[src/rtl/microsequencer_next_state.sv]
// -----------------------------------------------------------------------------
// microsequencer_next_state
//
// Registered next-state engine for a microprogrammed control unit. Each cycle
// it combines the control fields of the active control word, the condition
// inputs and the encoder entry state into a candidate next state. It then
// applies the memory-wait timeout and the illegal-state guard, and registers
// the result. current_state feeds the control-word lookup.
//
// Ports
//   clk            rising-edge clock
//   reset          synchronous, active-high reset
//   n_sel[2:0]     next-state mode field
//   inv            inverts the selected condition
//   s_sel[1:0]     condition select: 00 moc, 01 cond, 10 const 0, 11 const 1
//   cr_state       jump target field of the control word
//   enc_state      entry state from the instruction encoder
//   moc            memory operation complete
//   cond           branch condition from the condition tester
//   current_state  registered control state
//   stalled        high while the previous cycle was a wait-repeat
//   mem_timeout    one-cycle pulse: wait aborted by timeout
//   illegal_state  one-cycle pulse: candidate exceeded LAST_STATE
// -----------------------------------------------------------------------------
module microsequencer_next_state #(
    parameter int STATE_W     = 7,
    parameter int LAST_STATE  = 44,
    parameter int RESET_STATE = 0,
    parameter int MOC_TIMEOUT = 16
) (
    input  logic               clk,
    input  logic               reset,
    input  logic [2:0]         n_sel,
    input  logic               inv,
    input  logic [1:0]         s_sel,
    input  logic [STATE_W-1:0] cr_state,
    input  logic [STATE_W-1:0] enc_state,
    input  logic               moc,
    input  logic               cond,
    output logic [STATE_W-1:0] current_state,
    output logic               stalled,
    output logic               mem_timeout,
    output logic               illegal_state
);

    // The stall counter only has to reach MOC_TIMEOUT-1, because the repeat
    // at that count aborts the wait. With the timeout disabled, the counter
    // saturates instead of wrapping.
    localparam int CNT_W = (MOC_TIMEOUT > 2) ? $clog2(MOC_TIMEOUT) : 1;
    localparam bit TIMEOUT_EN = (MOC_TIMEOUT > 0);

    localparam logic [STATE_W-1:0] LAST_S    = STATE_W'(LAST_STATE);
    localparam logic [STATE_W-1:0] RESET_S   = STATE_W'(RESET_STATE);
    localparam logic [CNT_W-1:0]   CNT_LIMIT = CNT_W'(TIMEOUT_EN ? MOC_TIMEOUT - 1 : 0);
    localparam logic [CNT_W-1:0]   CNT_MAX   = {CNT_W{1'b1}};

    logic [STATE_W-1:0] state_q, state_d;
    logic [CNT_W-1:0]   cnt_q, cnt_d;
    logic               stalled_q, stalled_d;
    logic               timeout_q, timeout_d;
    logic               illegal_q, illegal_d;

    logic               sel_cond;
    logic               c;
    logic [STATE_W-1:0] inc_state;
    logic [STATE_W-1:0] candidate;
    logic               is_repeat;
    logic               timeout_hit;

    always_comb begin
        sel_cond = 1'b0;
        case (s_sel)
            2'b00:   sel_cond = moc;
            2'b01:   sel_cond = cond;
            default: sel_cond = s_sel[0];
        endcase
        c = sel_cond ^ inv;

        // A wrap here is harmless: current_state never exceeds LAST_STATE.
        // LAST_STATE+1 is caught by the guard below.
        inc_state = state_q + STATE_W'(1);

        candidate = state_q;
        case (n_sel)
            3'b000:  candidate = enc_state;
            3'b001:  candidate = RESET_S;
            3'b010:  candidate = cr_state;
            3'b011:  candidate = c ? cr_state : inc_state;
            3'b100:  candidate = c ? cr_state : enc_state;
            3'b101:  candidate = inc_state;
            3'b110:  candidate = c ? inc_state : state_q;
            default: candidate = c ? enc_state : state_q;
        endcase

        // Modes 110/111 with a false condition hold the current state.
        is_repeat   = n_sel[2] & n_sel[1] & ~c;
        timeout_hit = TIMEOUT_EN && is_repeat && (cnt_q == CNT_LIMIT);
    end

    // Next-state resolution. Priority: timeout > illegal guard > candidate.
    // Reset is applied in the register block.
    always_comb begin
        state_d   = candidate;
        cnt_d     = '0;
        stalled_d = 1'b0;
        timeout_d = 1'b0;
        illegal_d = 1'b0;

        if (timeout_hit) begin
            state_d   = RESET_S;
            timeout_d = 1'b1;
        end else begin
            if (is_repeat) begin
                cnt_d     = (cnt_q == CNT_MAX) ? cnt_q : cnt_q + CNT_W'(1);
                stalled_d = 1'b1;
            end
            if (candidate > LAST_S) begin
                state_d   = RESET_S;
                illegal_d = 1'b1;
            end
        end
    end

    always_ff @(posedge clk) begin
        if (reset) begin
            state_q   <= RESET_S;
            cnt_q     <= '0;
            stalled_q <= 1'b0;
            timeout_q <= 1'b0;
            illegal_q <= 1'b0;
        end else begin
            state_q   <= state_d;
            cnt_q     <= cnt_d;
            stalled_q <= stalled_d;
            timeout_q <= timeout_d;
            illegal_q <= illegal_d;
        end
    end

    assign current_state = state_q;
    assign stalled       = stalled_q;
    assign mem_timeout   = timeout_q;
    assign illegal_state = illegal_q;

endmodule

[config.mk]
export PLATFORM = sky130hd
export DESIGN_NAME = microsequencer_next_state
export DESIGN_NICKNAME = d
export VERILOG_FILES = /design/src/rtl/microsequencer_next_state.sv
export SDC_FILE = /design/constraint.sdc
export NUM_CORES = 1
export LEC_CHECK = 0
export CAP_MARGIN = 20
export CORE_MARGIN = 2
export CORE_UTILIZATION = 45
export CTS_CLUSTER_SIZE = 8
export DETAILED_ROUTE_END_ITERATION = 12
export MAX_ROUTING_LAYER = met4
export PLACE_DENSITY = 0.78
export SETUP_SLACK_MARGIN = 0.3
export SLEW_MARGIN = 20
export SYNTH_ARGS = -nofsm -noshare
export SYNTH_HDL_FRONTEND = slang
export SYNTH_SLANG_ARGS = --single-unit
export TNS_END_PERCENT = 100
[constraint.sdc]
create_clock -name clk -period 2.2 [get_ports clk]
set_input_delay 0.44 -clock clk [delete_from_list [all_inputs] [get_ports clk]]
set_output_delay 0.44 -clock clk [all_outputs]
set_load 0.02 [all_outputs]
==> results of run 1 <==
metrics by stage:
stage / TNS (ps) / setup WS [ps] / power (uW) / utilization, %
floorplan: 0 / 11.97 / 493.0 / -
global placement: -6084 / -716.6 / 653.4 / 67.93
detailed placement: -6451 / -750.6 / 657.0 / 67.93
CTS: -136.5 / -47.57 / 878.7 / 73.41
global route: -426.7 / -77.57 / 952.4 / 75.53
finish: -33.27 / -23.91 / 903.8 / 75.53
how the worst max path moves through the flow:
stage | from | to | slack [ps]
final | s_sel[1] | illegal_state | -20
after global routing | s_sel[1] | illegal_state | -80
after CTS | s_sel[0] | illegal_state | -50
after detailed placement | s_sel[1] | illegal_state | -750
after global placement | s_sel[1] | current_state[4] | -720
after floorplan | s_sel[1] | illegal_state | 10
area by class of cell:
cell class	count	area (um^2)
fill	236	753.2
timing repair buffer	84	732.0
clock buffer	4	36.28
tap	44	55.05
multi-input combinational	158	1202
inverter	5	18.77
sequential	14	280.3
cells by family (layout without fill, tap and decap cells):
| logic type | after synthesis | in the layout | share of synthesized area (%) |
|---|---|---|---|
| other | 1 | 1 | 0.2551 |
| adder cells (fa/ha/maj) | 2 | 2 | 1.702 |
| buffers and inverters | 16 | 93 | 8.000 |
| AND/OR/NAND/NOR | 77 | 78 | 29.28 |
| AO/OA/AOI/OAI | 66 | 66 | 34.81 |
| flip-flops | 14 | 14 | 19.06 |
| XOR/XNOR | 7 | 7 | 4.170 |
| multiplexers | 4 | 4 | 2.724 |
repair_timing:
action,4_1_cts,5_1_grt
resized for setup,39,14
setup endpoints to repair,13,10
pin swaps,18,13
buffers inserted,6,4
cloned,1,0
power breakdown:
group          total [uW]  switching (uW)  internal [uW]
Clock                 178            77.5            101
Combinational         447             219            228
Sequential            278            13.0            265
cell usage in the layout (no fill, tap or decap), types with 3 or more instances in the layout:
cell type / netlist / final
buf_4: 0 / 46
clkdlybuf4s50_1: 0 / 25
nand2_1: 15 / 14
dfxtp_1: 14 / 14
nor2_1: 11 / 11
nand3_1: 10 / 10
a21oi_1: 10 / 9
and3_1: 7 / 7
a31oi_1: 7 / 7
o21ai_0: 8 / 6
nor3_1: 8 / 6
o211ai_1: 5 / 5
inv_1: 5 / 4
nand2b_1: 4 / 4
xnor2_1: 4 / 4
mux2i_1: 4 / 4
buf_6: 0 / 4
o21ai_1: 3 / 3
nor2b_1: 4 / 3
xor2_1: 3 / 3
clkbuf_4: 2 / 3
dlygate4sd2_1: 0 / 3
flip-flops by register name, indices dropped and copies added, names as in the netlist:
register	cells
current_state	7
cnt_q	4
illegal_state	1
mem_timeout	1
stalled	1
metal layers:
layer / global-route usage [%] / share of wire (%) / up-vias
met1: 37.00 / 43 / 839
met5: - / 0 / -
met4: 8.385 / 2.3 / 0
met2: 44.68 / 48 / 72
met3: 2.101 / 6.2 / 16
li1: - / - / 876
worst max-delay path, stage by stage:
cell	delay, ps
buf_8	100
or3b_4	440
and3_4	230
o21ai_4	210
a32oi_1	150
a32o_2	270
a311oi_2	210
o21a_2	270
o21a_1	140
==> results.md, run 1 <==
* Status: finished with violations
* Violated checks: setup timing
* WHS Endpoint: cnt_q[0]
* Area contributors post-synth: dfxtp_1 (19%), nand2_1 (3.8%), a21oi_1 (3.4%)
* First-pass GRT wire length at 7.548 mm
* CORE AREA at 3078 um^2
* CP Class: in2reg
* Num CTS Buffers at 3
* Pwr/cell area at 388.8 nW/um^2
* Root buf cell: clkbuf_4
* Max Clk Rate at 0.4497 GHz
* Post-Layout Inst Area at 2325 um^2
* R2R depth at 9
* Most numerous cell in the Yosys netlist: nand2_1
* Post-Synthesis Cells at 187
* Most used DFF post-synth: dfxtp_1
* Diodes inserted at 0
* Critical path arrival at 2450 ps
* Antenna viol nets, final at 0
* GRT Total Usage at 27.72%
* RSZ-0062 raised after global routing: true
* Layout area overhead at 58.13%
* Mapped Nets at 213
* Die ar. at 3740 um^2
* Sequential area share after synthesis at 19.06%
* Std-Cell Rows at 20
* Number of synthesized register bits at 14
* Data required, critical path at 2420 ps
* GP Congestion at 0.9073
* Top cell type's share of synthesized area at 19.06%
* DRT Wirelength at 4.853 mm
* Initial Util at 47.76%
* Vias in the first global route at 1600
* Number of flops mapped to enable cells by yosys at 0
* Critical Path Fanout Max at 7
* Clock sink total at 14
* # hold bufs at CTS at 0
* Clock Pin Slew Worst Setup and Hold Paths at 80 ps
* Initial antenna violation count at 0
* Max-cap violations at 0
* Clock latency on the worst-skew pair at 280 ps
* Tcrit/Tclk final at 101.1%
* FF-to-FF End: illegal_state
* 1st-pass router iterations at 4
* Hold path cells at 1
* Layout Nets at 292
* Origin of the critical flop-to-flop path: current_state[0]
* Pleak at 0.0009226 uW
* DR DRC count at 0
* Yosys cell types at 65
* PnR worst setup slack at -23.91 ps
* Grt total ovfl at 0
* Die height at 61.16 um
* Wirelength per Cell at 15.71 um
* CTS tree: yes
* Cells after DPL at 294
* Post-synth top cells: nand2_1 (15), dfxtp_1 (14), nor2_1 (11)
* Type of the tightest min-delay check: reg2reg
* Worst R2R Setup Slack at 150 ps
* Largest net degree at the start of global routing at 17
* DR vias/cell at 5.835
* Max clock buf depth at 2
* Post-synthesis cell area at 1470 um^2
* HPWL after detailed placement at 3.328 mm
* Final setup fails at 3
* Non-Filler Instances at 309
* Hold WS at 450.5 ps
* # IOs at 34
* CTS H-tree depth at 1
* Layout cells sized above 1 at 35.47%
* PortBufs at 33
* Die width at 61.16 um
* Avg Cell Area, Syn at 7.862 um^2
* Minimum clock period at 2224 ps
* Vias after detailed routing at 1803
* Synth Warn # at 0
* Async S/R FF share, synth at 0%
* Critical Path Source Type: input port
* Hold_sp: cnt_q[0]
* Max-slew violations at 0
* Worst setup EP type: register
* Yosys top cell by area: dfxtp_1
* Placement Cell Area at 2091 um^2
* Final Hold Vio Count at 0
* Setup Skew at 1.180 ps
* Initial DRC count at 147
* Worst IR drop on VDD at 0.4447 mV
(Power assumes the default switching activity.)
==> run 2, diff against run 1 <==
- REMOVE_ABC_BUFFERS: unset -> 1
==> results.md, run 2 (same netlist as run 1, synthesis figures left out) <==
* Status: finished with violations
* Violated checks: setup timing
* DRT Wirelength at 5.324 mm (+9.7%)
* Clock Pin Slew Worst Setup and Hold Paths at 70 ps (about the same)
* Combinational Power Share at 53.4% (+3.9 points)
* Critical-path cell list: clkdlybuf4s50_1 -> nor2b_1 -> a31oi_1 -> a32oi_2 -> o22ai_2 -> a32o_1 -> a311oi_2 -> o21a_4 -> nor3_1
* Critical-path top delay cell: clkdlybuf4s50_1
* Power, Total at 882.8 uW (-2.3%)
* Fin util at 77.44% (+1.9 points)
* Final setup fails at 7 (+4)
* Vias in the first global route at 1814 (+13%)
* CTS H-tree depth at 1 (unchanged)
* Root buf cell: clkbuf_4
* P_int at 566.3 uW (-4.6%)
* GRT Total Usage at 29.09% (+1.4 points)
* Die ar. at 3740 um^2 (unchanged)
* Pleak at 0.0009483 uW (+2.8%)
* Data required, critical path at 2340 ps (-80 ps)
* Pre-CTS setup slack at -694.4 ps (+56.19 ps)
* Hold WS at 458.9 ps (+8.443 ps)
* Die width at 61.16 um (unchanged)
* Critical Path Fanout Max at 7 (unchanged)
* Std-Cell Rows at 20 (unchanged)
* Sw frac at 35.85% (+1.6 points)
* Num CTS Buffers at 3 (unchanged)
* Seq pwr share at 31.5% (+0.7 points)
* Pwr/cell area at 370.4 nW/um^2 (-4.7%)
* Clock sink total at 14 (unchanged)
* Setup Skew at 1.074 ps (-0.1053 ps)
* Max incr delay on CP at 510 ps (+70 ps)
* RSZ-0062 raised after global routing: true
* DR DRC count at 0 (unchanged)
* Worst setup EP type: register
* Critical Path Source Type: input port
* PortBufs at 33 (unchanged)
* Vias after detailed routing at 1860 (+3.2%)
* Tcrit/Tclk final at 105.5% (+4.4 points)
* Register area at 280.3 um^2 (unchanged)
* Max clock buf depth at 2 (unchanged)
* Clk network pwr share at 15.1% (-4.6 points)
* Final Hold Vio Count at 0 (unchanged)
* First-pass GRT wire length at 8.135 mm (+7.8%)
* Max Clk Rate at 0.4309 GHz (-4.2%)
* Most frequent cells in the layout: buf_4 (45), clkdlybuf4s50_1 (25), nand2_1 (14), dfxtp_1 (14)
* # hold bufs at CTS at 0 (unchanged)
* CORE AREA at 3078 um^2 (unchanged)
* Switching pwr at 316.5 uW (+2.1%)
* Commonest non-fill, non-tap cell in the layout: buf_4
* Layout cells sized above 1 at 37.36% (+1.9 points)
* Minimum clock period at 2321 ps (+97.07 ps)
* Initial antenna violation count at 0 (unchanged)
* Multi-input logic area at 1247 um^2 (+3.7%)
* Max-slew violations at 0 (unchanged)
* Layout Nets at 293 (+0.34%)
* Type of the tightest min-delay check: reg2reg
* Largest net degree at the start of global routing at 13 (-4)
* Wirelength per Cell at 17.23 um (+9.7%)
* Initial DRC count at 135 (-8.2%)
* GP Congestion at 0.8874 (-2.2%)
* Placement Cell Area at 2092 um^2 (about the same)
* CP Class: in2reg
* CTS tree: yes
* 1st-pass router iterations at 4 (unchanged)
* Diodes inserted at 0 (unchanged)
* Clock latency on the worst-skew pair at 260 ps (-20 ps)
* Grt total ovfl at 0 (unchanged)
* Critical path arrival at 2460 ps (about the same)
* Initial Util at 47.76% (unchanged)
* Post-Layout Inst Area at 2384 um^2 (+2.5%)
* # IOs at 34 (unchanged)
* Worst IR drop on VDD at 0.4227 mV (-5.0%)
* HPWL after detailed placement at 3.265 mm (-1.9%)
* Antenna viol nets, final at 0 (unchanged)
* Die height at 61.16 um (unchanged)
* Max reg flops at 7 (unchanged)
* Max-cap violations at 0 (unchanged)
* DR vias/cell at 6.019 (+3.2%)
* Fillers at 209 (-11%)
* Layout area overhead at 62.13%
* PnR worst setup slack at -121.0 ps (-97.07 ps)
-- run 2: cell types whose count changed in the layout (fill, tap and decap cells not counted), moves of 2 or more --
cell	change
buf_6	+2
nand2b_4	+2
nand2b_1	-2
and3_1	-2
and3_4	+2
buf_8	-2
o21ai_0	+2
-- run 2: repair_timing --
item                                    in CTS  in global routing
hold endpoints to repair                     0                  0
gates resized for setup                     38                 18
setup buffers                                6                  1
pin swaps                                   22                 14
endpoints found under the setup margin      13                 10
gates cloned                                 3                  0
-- run 2: layout make-up --
class,instances,share of cell area [%]
tap,44,2.310
inverter,5,0.7874
timing repair buffer,85,31.86
sequential,14,11.76
clock buffer,3,0.9449
multi-input combinational,158,52.34
-- run 2: critical path, delay by kind of cell --
family                 cells  cell delay (ps)
AOI/OAI and AO/OA          6             1200
and+or+nand+nor            2              290
buffers and inverters      1              510
-- run 2: worst paths after layout --
| kind | from | to | slack, ps | depth (start not counted) |
|---|---|---|---|---|
| max | cr_state[2] | current_state[4] | -120 | 9 |
| min | cnt_q[0] | cnt_q[0] | 460 | 1 |
| max reg2reg | current_state[0] | current_state[4] | 80 | 8 |
| min reg2reg | cnt_q[0] | cnt_q[0] | 460 | 1 |
-- run 2: metrics by stage --
step	cells	TNS [ps]
after floorplan	176	-779.6
after global placement	296	-5542
after detailed placement	296	-5909
after CTS	308	-87.60
after global routing	309	-1610
final	309	-762.8
-- run 2: power by group through the flow --
stage	logic, uW	clock network, uW	registers [uW]
after CTS	422	136	277
after global placement	373	0	283
after global routing	498	151	279
after detailed placement	376	0	283
after floorplan	154	0	298
final	472	133	278
-- run 2: layer usage --
| metal | up-vias | routed length, um | global-route usage (%) |
|---|---|---|---|
| met5 | - | 0 | - |
| met4 | 0 | 146 | 8.385 |
| met3 | 17 | 344 | 3.361 |
| met2 | 92 | 2666 | 51.06 |
| met1 | 884 | 2166 | 34.78 |
| li1 | 867 | - | - |
